[config.mk]
export PLATFORM = sky130hd
export DESIGN_NAME = rc4_ksa_swap
export DESIGN_NICKNAME = d
export VERILOG_FILES = /design/src/rtl/rc4_ksa_swap.sv
export SDC_FILE = /design/constraint.sdc
export NUM_CORES = 1
export LEC_CHECK = 0
export CORE_MARGIN = 1
export CORE_UTILIZATION = 40
export CTS_CLUSTER_DIAMETER = 150
export DETAILED_ROUTE_END_ITERATION = 12
export RECOVER_POWER = 25
export SLEW_MARGIN = 20
export SYNTH_ARGS = -nofsm -noshare
export SYNTH_HDL_FRONTEND = slang
export SYNTH_SLANG_ARGS = --single-unit
export TNS_END_PERCENT = 20
[constraint.sdc]
create_clock -name clk -period 4.77 [get_ports clk]
set_input_delay 1.431 -clock clk [delete_from_list [all_inputs] [get_ports clk]]
set_output_delay 1.431 -clock clk [all_outputs]
set_load 0.005 [all_outputs]
[src/rtl/rc4_ksa_swap.sv]
// RC4 key-scheduling swap pass (loop 2): walks i over the 256-entry S-memory,
// accumulates j = j + S[i] + key[i mod KEY_LEN] and swaps S[i] with S[j].
module rc4_ksa_swap #(
  parameter int RD_LAT  = 2,
  parameter int KEY_LEN = 3
) (
  input  logic                 clk,
  input  logic                 reset,
  input  logic                 start,
  input  logic [8*KEY_LEN-1:0] secret_key,
  input  logic [7:0]           q_in,
  output logic [7:0]           address,
  output logic [7:0]           data,
  output logic                 wren,
  output logic                 done
);

  localparam int KW = (KEY_LEN > 1) ? $clog2(KEY_LEN) : 1;

  typedef enum logic [2:0] {
    IDLE, RD_I, CAP_I, RD_J, CAP_J, WR_I, WR_J, DONE
  } state_t;

  state_t        state, state_n;
  logic [7:0]    i, i_n;
  logic [7:0]    j, j_n;
  logic [7:0]    si, si_n;
  logic [KW-1:0] kidx, kidx_n;
  logic [2:0]    wcnt, wcnt_n;
  logic [7:0]    address_n, data_n;
  logic          wren_n, done_n;
  logic          wait_end;
  logic [7:0]    key_byte;

  // key[0] sits in the most significant byte of secret_key
  always_comb begin
    key_byte = '0;
    for (int k = 0; k < KEY_LEN; k++)
      if (kidx == KW'(k)) key_byte = secret_key[8*(KEY_LEN-1-k) +: 8];
  end

  assign wait_end = (wcnt == 3'(RD_LAT - 1));

  always_ff @(posedge clk) begin
    if (reset) begin
      state   <= IDLE;
      i       <= '0;
      j       <= '0;
      kidx    <= '0;
      wcnt    <= '0;
      address <= '0;
      data    <= '0;
      wren    <= 1'b0;
      done    <= 1'b0;
    end else begin
      state   <= state_n;
      i       <= i_n;
      j       <= j_n;
      kidx    <= kidx_n;
      wcnt    <= wcnt_n;
      address <= address_n;
      data    <= data_n;
      wren    <= wren_n;
      done    <= done_n;
    end
    si <= si_n;
  end

  // Outputs are registered, so each branch loads the values seen in the next state.
  always_comb begin
    state_n   = state;
    i_n       = i;
    j_n       = j;
    si_n      = si;
    kidx_n    = kidx;
    wcnt_n    = wcnt;
    address_n = address;
    data_n    = data;
    wren_n    = 1'b0;
    done_n    = done;

    case (state)
      IDLE: begin
        if (start) begin
          state_n   = RD_I;
          address_n = i;
          wcnt_n    = '0;
        end
      end

      RD_I: begin
        if (wait_end) begin
          state_n = CAP_I;
          wcnt_n  = '0;
        end else begin
          wcnt_n = wcnt + 3'd1;
        end
      end

      CAP_I: begin
        si_n      = q_in;
        j_n       = j + q_in + key_byte;
        address_n = j + q_in + key_byte;
        state_n   = RD_J;
      end

      RD_J: begin
        if (wait_end) begin
          state_n = CAP_J;
          wcnt_n  = '0;
        end else begin
          wcnt_n = wcnt + 3'd1;
        end
      end

      // The data register doubles as the sj latch for the WR_I write.
      CAP_J: begin
        state_n   = WR_I;
        address_n = i;
        data_n    = q_in;
        wren_n    = 1'b1;
      end

      WR_I: begin
        state_n   = WR_J;
        address_n = j;
        data_n    = si;
        wren_n    = 1'b1;
      end

      WR_J: begin
        if (i == 8'd255) begin
          state_n = DONE;
          done_n  = 1'b1;
        end else begin
          i_n       = i + 8'd1;
          kidx_n    = (kidx == KW'(KEY_LEN - 1)) ? '0 : kidx + KW'(1);
          address_n = i + 8'd1;
          wcnt_n    = '0;
          state_n   = RD_I;
        end
      end

      DONE: begin
        done_n = 1'b1;
      end

      default: begin
        state_n = IDLE;
      end
    endcase
  end

endmodule

==> flow_summary.ini <==
[critical_path]
r2r_end = wcnt[1]
worst-setup-path-type = reg -> reg
reg2reg_from = i[0]
cp_max_fo = 12
crit_path_cell_trace = ha_1 -> nand3_1 -> o311ai_0 -> o21ai_0 -> nand2_1 -> mux2i_1 -> nor2b_1
worstRegToRegCells = 7
slowest_delay_ns = 1.93
end_kind = flop
critical_path.slowest_cell = o311ai_0
crit_arrival_ns = 4.41
r2r_slack_ns = 0.57
cp-start-kind = flop
required_ns = 4.98

[yosys]
ys.flop_type = dfxtp_1
synth-xor-area-share_pct = 3.71
synth_top_family_by_area = compound AO/OA/AOI/OAI gates
synth_edf_count = 8
synth_nets = 407
syn-cell-area_sq_um = 3070
synth_fa_ha_area_share_pct = 8.08
synth_cells = 357
synth_warnings = 0
ys_seq_elements = 50
syn_avg_cell_area_sq_um = 8.59
synth_seq_area_share_pct = 35.2
async_reset_ff_share_pct = 0
muxShareOfSynthArea_pct = 7.59
synth_compound_area_share_pct = 20.2
ys_types = 57
synth_simple_gate_area_share_pct = 19.2

[cts]
clock_sinks = 50
cts_hold_buf = 0
htree_num_levels = 2
root_buffer = clkbuf_8
postCtsSetupBuffers = 0
cts_tree = yes
ctsResizeCount = 0
insertion_delay_ns = 0.30
cts_buffers = 5
clk_pin_slew_ns = 0.10
cts_buffer_depth = 2

[sta]
tightest_slew_ns = 2.33
slew_headroom_pct = -57.1
fmax_ghz = 0.238
setup_viol = 0
fin_crit_sh_pct = 88.0
finalSetupTns_ns = 0
rsz0062_at_grt = no
hold_viol = 0
period_needed_ns = 4.20
skew_ns = 0.0128
drv_slew = 13

[finish]
layout.nets = 445
final_common_cell = nor2_1
antenna_cells = 0
stdcell_count = 495
final_layout_size_suffix_gt1_share_pct = 6.06
final_cell_mix = nor2_1, dfxtp_1, nand2_1
areaGrowthSynthToFinish_pct = 20.5

[die]
start_util_pct = 41.9
num_rows = 31
ios = 53
die_w_microns = 89.6
core_area_sq_um = 7330
fp.dieArea_sq_um = 8020
fp.dieH_microns = 89.6

[routing]
drt.antenna.violating_nets = 0
drc = 0
num_vias = 2590
finalWirelength_microns = 7050
via_per_inst = 5.23
firstDrtPassIters = 4
wl_per_cell_microns = 14.2
drt_first_iter_violations = 169

[placement]
dp_hpwl_microns = 5490
place_congestion = 0.847
io_buffers = 52
dp_cells = 487

[status]
status = finished with violations
violations = max-capacitance violations, max-slew violations

[global_routing]
grt.total_usage_pct = 19.2
grt_pass1_vias = 2404
grt_max_degree = 33
grt_pass1_wl_microns = 11700
antenna_found_initial = 0
grt-ovfl-total = 0

[power]
power.density_nw_per_um2 = 268
ir_drop_uv = 141
leakagePower_nw = 1.29

[min_path]
hold-path-endpoint = done
hold_path.class = reg -> reg
whs_path_depth = 2
min_from = done

[job]
maxCapViolations = 1
flip-flops by register name (all words and copies together), names as in the netlist:
name	cells
address	8
si	8
state	3
j	8
i	8
wcnt	3
done	1
wren	1
kidx	2
data	8
per-layer routing:
| metal | vias to the layer above | GRT usage (%) | wire [microns] | part of all wire (%) |
|---|---|---|---|---|
| met2 | 42 | 30.3 | 3210 | 46 |
| met1 | 1193 | 27.4 | 3550 | 50 |
| met5 | - | 0 | 0 | 0 |
| met4 | 0 | 5.63 | 104 | 1.5 |
| met3 | 9 | 2.47 | 173 | 2.5 |
| li1 | 1346 | - | - | - |
cell families (layout without fill, tap and decap cells):
| group | count (synthesis) | after routing |
|---|---|---|
| buf+inv | 41 | 80 |
| mux | 23 | 23 |
| compound gates | 91 | 91 |
| simple gates | 124 | 124 |
| flops | 50 | 50 |
| xor+xnor | 13 | 13 |
| fa+ha+maj | 15 | 15 |
synth_stat cells (11+ instances only):
| master | n | share of area, % |
|---|---|---|
| dfxtp_1 | 42 | 27 |
| nor2b_1 | 11 | 2.2 |
| mux2i_1 | 21 | 6.9 |
| o21ai_0 | 11 | 1.8 |
| clkbuf_1 | 12 | 1.5 |
| nor2_1 | 43 | 5.3 |
| nand2_1 | 39 | 4.8 |
| a21oi_1 | 30 | 4.9 |
| inv_1 | 14 | 1.7 |
| a211oi_1 | 16 | 3.9 |
critical path, delay by kind of cell (launching register included):
| kind | cells | cell delay, ns |
|---|---|---|
| adder cells (fa/ha/maj) | 1 | 0.26 |
| multiplexers | 1 | 0.22 |
| AO/OA/AOI/OAI | 2 | 2.51 |
| flip-flops | 1 | 0.50 |
| AND/OR/NAND/NOR | 3 | 0.61 |
worst max path at each step:
stage | startpoint | to | cells past startpoint
after floorplan | secret_key[1] | address[5] | 14
after global placement | secret_key[1] | address[5] | 15
after detailed placement | secret_key[17] | address[5] | 15
after CTS | secret_key[17] | address[5] | 15
after global routing | i[0] | wcnt[1] | 7
final | i[0] | wcnt[1] | 7
report_power, final:
part	internal [mW]	leakage, nW	switching, mW
combinational	0.132	0.834	0.139
sequential	0.450	0.414	0.0247
clock	0.102	0.0450	0.143
total	0.685	1.29	0.307
area by class of cell:
type	instances	area [sq um]
inverter	15	56.3
clock buffer	6	72.6
multi-input combinational	266	1790
fill	702	3630
sequential	50	1080
timing repair buffer	57	558
tap	99	124
clock inverter	2	10.0
stage by stage:
stage | worst slack, ns | power (mW) | area (sq um) | util (%) | hold slack [ns]
3_5_place_dp | 0.327 | 0.761 | 3630 | 49.5 | 0.445
3_3_place_gp | 0.366 | 0.757 | 3630 | 49.5 | 0.438
6_report | 0.571 | 0.991 | 3700 | 50.4 | 0.459
2_1_floorplan | 0.961 | 0.669 | 3070 | - | 0.442
4_1_cts | 0.624 | 1.00 | 3710 | 50.7 | 0.462
5_1_grt | 0.191 | 1.05 | 3700 | 50.4 | 0.478
Note: power is estimated with default switching activity, not from simulation.
==> RTL edit 1, RTL diff (config.mk and constraints unchanged) <==
Set the parameter `KEY_LEN` to 2 (it was 3).
--- a/src/rtl/rc4_ksa_swap.sv
+++ b/src/rtl/rc4_ksa_swap.sv
@@ -3,5 +3,5 @@
 module rc4_ksa_swap #(
   parameter int RD_LAT  = 2,
-  parameter int KEY_LEN = 3
+  parameter int KEY_LEN = 2
 ) (
   input  logic                 clk,
Ports: changed (resized secret_key); port bits go from 53 to 45. No check against the original RTL was run, so the function may have changed too.
==> RTL edit 1 against the unedited design <==
  * The run still ends with capacitance limit, slew limit left
  * Wire length fell by 9.0%
  * Critical path depth rose by 4
  * Total power rose by 12%
  * Non-clock buffer count fell by 9
  * Design area fell by 7.1%
  * Sequential cell count fell by 1
  * Worst setup slack improved by 0.12 ns
  * Clock skew fell by 0.0045 ns
  * Synthesized area fell by 8.4%
  * Global-route usage fell by 0.34 points
  * Die area fell by 8.2%
  * Via count fell by 9.1%
  * Largest cell class unchanged
  * Highest routed layer unchanged
==> RTL edit 1: results (changes against the unedited design) <==
| Metric | Value |
|---|---|
| Crit path launch | secret_key[1] |
| Gpl congestion | 0.798 (-5.8%) |
| DP Wirelength | 4590 um (-17%) |
| Complex-gate fraction of the synthesized area | 0.197 (-0.00513) |
| DR WL/cell | 14.3 um (+0.74%) |
| Max-slew violation count | 42 (+29) |
| Area post-placement | 3320 um2 (-8.5%) |
| Final WL | 6410 um (-9.0%) |
| Dpl cells | 439 (-9.9%) |
| Critical path's top delay family | adder cells |
| Data arrival time of the worst path | 4.28 ns (-0.13 ns) |
| Slowest CP cell | fa_1 |
| Post-CTS Setup Repair Bufs | 0 (unchanged) |
| LEAKAGE | 1.21 nW (-6.3%) |
| Hold Path End | address[1] |
| Clk slew on worst S/H paths | 0.08 ns (-0.02 ns) |
| Crit path kind | in -> reg |
| Worst Path Max Fanout | 3 (-9) |
| Gr usage total | 0.188 (-0.00336) |
| Synth area leaders | dfxtp_1 29%, edfxtp_1 8.5%, fa_1 5.7% |
| DR iter-0 viols | 100 (-41%) |
| Post-synthesis xor/xnor area fraction | 0.0374 (+0.000271) |
| Yosys cell types | 54 (-5.3%) |
| Int Pwr | 0.771 mW (+13%) |
| Actual slew at the worst max-slew pin | 1.97 ns (-0.358 ns) |
| Multiplexer area fraction after synthesis | 0.0739 (-0.00198) |
| Crit-path max cell delay | 0.44 ns (-1.49 ns) |
| Post-route DRC | 0 (unchanged) |
| Largest net degree at the start of global routing | 42 (+27%) |
| Reg-to-reg startpoint | kidx |
| DR pass1 iterations | 4 (unchanged) |
| Max Cap Viol | 1 (unchanged) |
| Worst hold slack | 0.456 ns (-0.00331 ns) |
| Layout cells sized above 1 | 0.0655 (+0.00492) |
| Synth cell count leaders | 42 x nor2_1, 41 x dfxtp_1, 27 x a21oi_1 |
| Highest ir drop seen on vdd | 0.131 mV (-7.5%) |
| Synth Instances | 312 (-13%) |
| Fin nets | 392 (-12%) |
| Adder-cell share of the synthesized area | 0.0881 (+0.00737) |
| Worst Clk Skew | 0.00824 ns (-0.00453 ns) |
| Switching Power | 0.335 mW (+9.2%) |
| Reg2Reg Depth | 10 (+3) |
| Vias in the first global route | 2200 (-8.5%) |
| First-pass GRT wire length | 10700 um (-8.1%) |
| Status | finished, violations left |
| Min-Delay Startpoint | address[1] |
| FF-to-FF setup slack | 1.39 ns (+0.82 ns) |
| Part of the power in registers | 0.432 (-0.047) |
| Final period utilization | 0.855 (-0.0251) |
| R2r endpoint | address[7] |
| Failing checks | capacitance limit, slew limit |
| Pre-CTS setup slack | 0.421 ns (+0.0946 ns) |
| Combinational power share | 0.288 (+0.014) |
| H-tree depth | 2 (unchanged) |
| Seq/Total Area, Yosys | 0.377 (+0.0250) |
| Via Count | 2354 (-9.1%) |
| Number of synthesized flops with an enable pin | 8 (unchanged) |
[RTL edit 1: cell types whose count changed after synthesis, sizes merged, moves of 7 or more]
cell / before / now
mux2i: 21 / 14
nand2: 39 / 26
inv: 15 / 8
nor2b: 11 / 4
[RTL edit 1: per-layer routing]
| metal | part of all wire | GRT usage | wire length, um | up-vias |
|---|---|---|---|---|
| li1 | - | - | - | 1194 |
| met1 | 0.48 | 0.256 | 3060 | 1107 |
| met2 | 0.47 | 0.295 | 3000 | 43 |
| met3 | 0.034 | 0.0356 | 220 | 10 |
| met4 | 0.020 | 0.0773 | 128 | 0 |
| met5 | 0 | 0 | 0 | - |
[RTL edit 1: cell type report]
type,count,area (um2)
Fill cell,653,3360
Tap cell,96,120
Multi-Input combinational cell,237,1640
Inverter,9,33.8
Clock buffer,7,86.3
Clock inverter,1,30.0
Timing Repair Buffer,48,463
Sequential cell,49,1060
==> RTL edit 2, RTL diff (same settings) <==
Without the edit above. Re-encode `state_t` (8 states) as one-hot, 8 bits wide.
--- a/src/rtl/rc4_ksa_swap.sv
+++ b/src/rtl/rc4_ksa_swap.sv
@@ -18,6 +18,6 @@
   localparam int KW = (KEY_LEN > 1) ? $clog2(KEY_LEN) : 1;
 
-  typedef enum logic [2:0] {
-    IDLE, RD_I, CAP_I, RD_J, CAP_J, WR_I, WR_J, DONE
+  typedef enum logic [7:0] {
+    IDLE = 8'b00000001, RD_I = 8'b00000010, CAP_I = 8'b00000100, RD_J = 8'b00001000, CAP_J = 8'b00010000, WR_I = 8'b00100000, WR_J = 8'b01000000, DONE = 8'b10000000
   } state_t;
 
Formal check against the unedited RTL: same outputs for any inputs over 10 cycles, from zero or initial values and one cycle with reset high; not proved beyond that.
==> RTL edit 2 against the unedited design <==
  * Design area up 0.24%
  * Sequential cell count up 5
  * Wire length up 2.7%
  * Total power down 6.7%
  * Largest power group unchanged
  * Clock skew down 0.0017 ns
  * Die area unchanged
  * Worst setup slack better by 0.083 ns
  * Via count up 0.31%
  * Synthesized area unchanged
==> RTL edit 2: results (changes against the unedited design) <==
| Metric | Value |
|---|---|
| Clk slew on worst S/H paths | 0.10 ns (about the same) |
| Max Buffers Root-to-Sink | 2 (unchanged) |
| Synth area leaders | dfxtp_1 31%, edfxtp_1 7.8%, nor2_1 5.6% |
| Worst Clk Skew | 0.0110 ns (-0.00173 ns) |
| Met3 usage | 0.0256 (+0.000914) |
| Cts bufs inserted | 5 (unchanged) |
| Synth cell count leaders | 47 x dfxtp_1, 46 x nor2_1, 32 x a21oi_1 |
| Fin nets | 441 (-0.90%) |
| LEAKAGE | 1.32 nW (+2.2%) |
| IO Port Bufs | 52 (unchanged) |
| Status | complete, no violations |
| Worst skew pair latency | 0.32 ns (+0.02 ns) |
| Antenna viol nets, final | 0 (unchanged) |
| Post-CTS Setup Repair Bufs | 0 (unchanged) |
| Vias in the first global route | 2351 (-2.2%) |
| Gr usage total | 0.192 (+0.000582) |
| Yosys cell types | 58 (+1.8%) |
| # diodes | 0 (unchanged) |
| DP Wirelength | 5360 um (-2.4%) |
| Post_cts resized | 0 (unchanged) |
| HP Class | reg -> reg |
| DR WL/cell | 14.7 um (+3.5%) |
| Highest ir drop seen on vdd | 0.117 mV (-17%) |
| Crit-path max cell delay | 0.61 ns (-1.32 ns) |
| Gpl congestion | 0.800 (-5.5%) |
| H-tree depth | 2 (unchanged) |
| Number of synthesized flops with an enable pin | 8 (unchanged) |
| Seq/Total Area, Yosys | 0.385 (+0.0326) |
| First-pass GRT wire length | 11600 um (-0.35%) |
| Routing usage on met2 | 0.305 (+0.00207) |
| Synth warn | 0 (unchanged) |
| Via Count | 2598 (+0.31%) |
| Critical path's top delay family | adder cells |
| Layout cells sized above 1 | 0.0459 (-0.0147) |
| Slowest CP cell | dlygate4sd3_1 |
| CTS root buf | clkbuf_8 |
| GRT met1 Usage | 0.273 (-0.00114) |
| Post-Synthesis Net Count | 397 (-2.5%) |
| Worst Path Max Fanout | 3 (-9) |
| Int Pwr | 0.671 mW (-2.0%) |
| Data arrival time of the worst path | 4.35 ns (-0.06 ns) |
| Initial antenna violation count | 0 (unchanged) |
| Worst slew margin | 0.315 (+0.886) |
| DR iter-0 viols | 128 (-24%) |
| DR pass1 iterations | 4 (unchanged) |
| Async set or reset register ratio after synthesis | 0 (unchanged) |
| Fillers | 719 (+2.4%) |
| Largest net degree at the start of global routing | 24 (-27%) |
## RTL edit 2: cell count changes in the layout (fill, tap and decap cells not counted), moves of 6 or more
cell      delta
nand2_1      -9
dfxtp_1      +6
mux2i_1      -8
a211oi_1     -6
and3_1       +6
## RTL edit 2: power by group through the flow
stage	registers, mW	logic (mW)	clock network, mW
after floorplan	0.502	0.104	0
final	0.491	0.170	0.264
after global routing	0.493	0.188	0.291
after CTS	0.492	0.174	0.273
after global placement	0.502	0.172	0
after detailed placement	0.502	0.173	0
## RTL edit 2: final cells by class
cell class	count	share of cell area
Timing Repair Buffer	53	0.143
Sequential cell	55	0.319
Clock buffer	5	0.0186
Clock inverter	3	0.00540
Inverter	17	0.0172
Multi-Input combinational cell	259	0.464
Tap cell	99	0.0334
## RTL edit 2: layer usage
metal  share of wire  vias to the layer above
li1                -                     1327
met4           0.015                        0
met5               0                        -
met1            0.50                     1216
met3           0.036                        8
met2            0.45                       47
## RTL edit 2: through the flow
step	worst slack [ns]	instances	total power [mW]	utilization	cell area, um2
2_1_floorplan	1.01	347	0.606	-	3070
3_3_place_gp	0.382	483	0.674	0.498	3650
3_5_place_dp	0.362	483	0.675	0.498	3650
4_1_cts	0.665	491	0.939	0.510	3740
5_1_grt	0.457	491	0.972	0.505	3700
6_report	0.654	491	0.925	0.505	3700
## RTL edit 2: path summary, 6_finish.rpt
path,from,endpoint,slack [ns],cells past startpoint
hold reg to reg,data[7],data[7],0.46,2
hold / removal,data[7],data[7],0.46,2
setup reg to reg,state[1],address[7],1.18,6
setup / recovery,q_in[1],address[7],0.65,11
## RTL edit 2: kinds of logic after synthesis
logic type / after synthesis / synth area share
AOI/OAI and AO/OA: 82 / 0.171
and+or+nand+nor: 135 / 0.236
buffers and inverters: 33 / 0.0444
adders and majority gates: 15 / 0.0807
xor gates and xnor gates: 14 / 0.0400
muxes: 13 / 0.0424
DFF: 55 / 0.385
## RTL edit 2: worst reg2reg max path, stage by stage (launching register included)
cell and delay (ns):
dfxtp_1 0.38, nor4_1 0.88, nand4b_1 0.90, and3_4 0.47
nor3_4 0.50, and4b_1 0.30, nor4_2 0.05
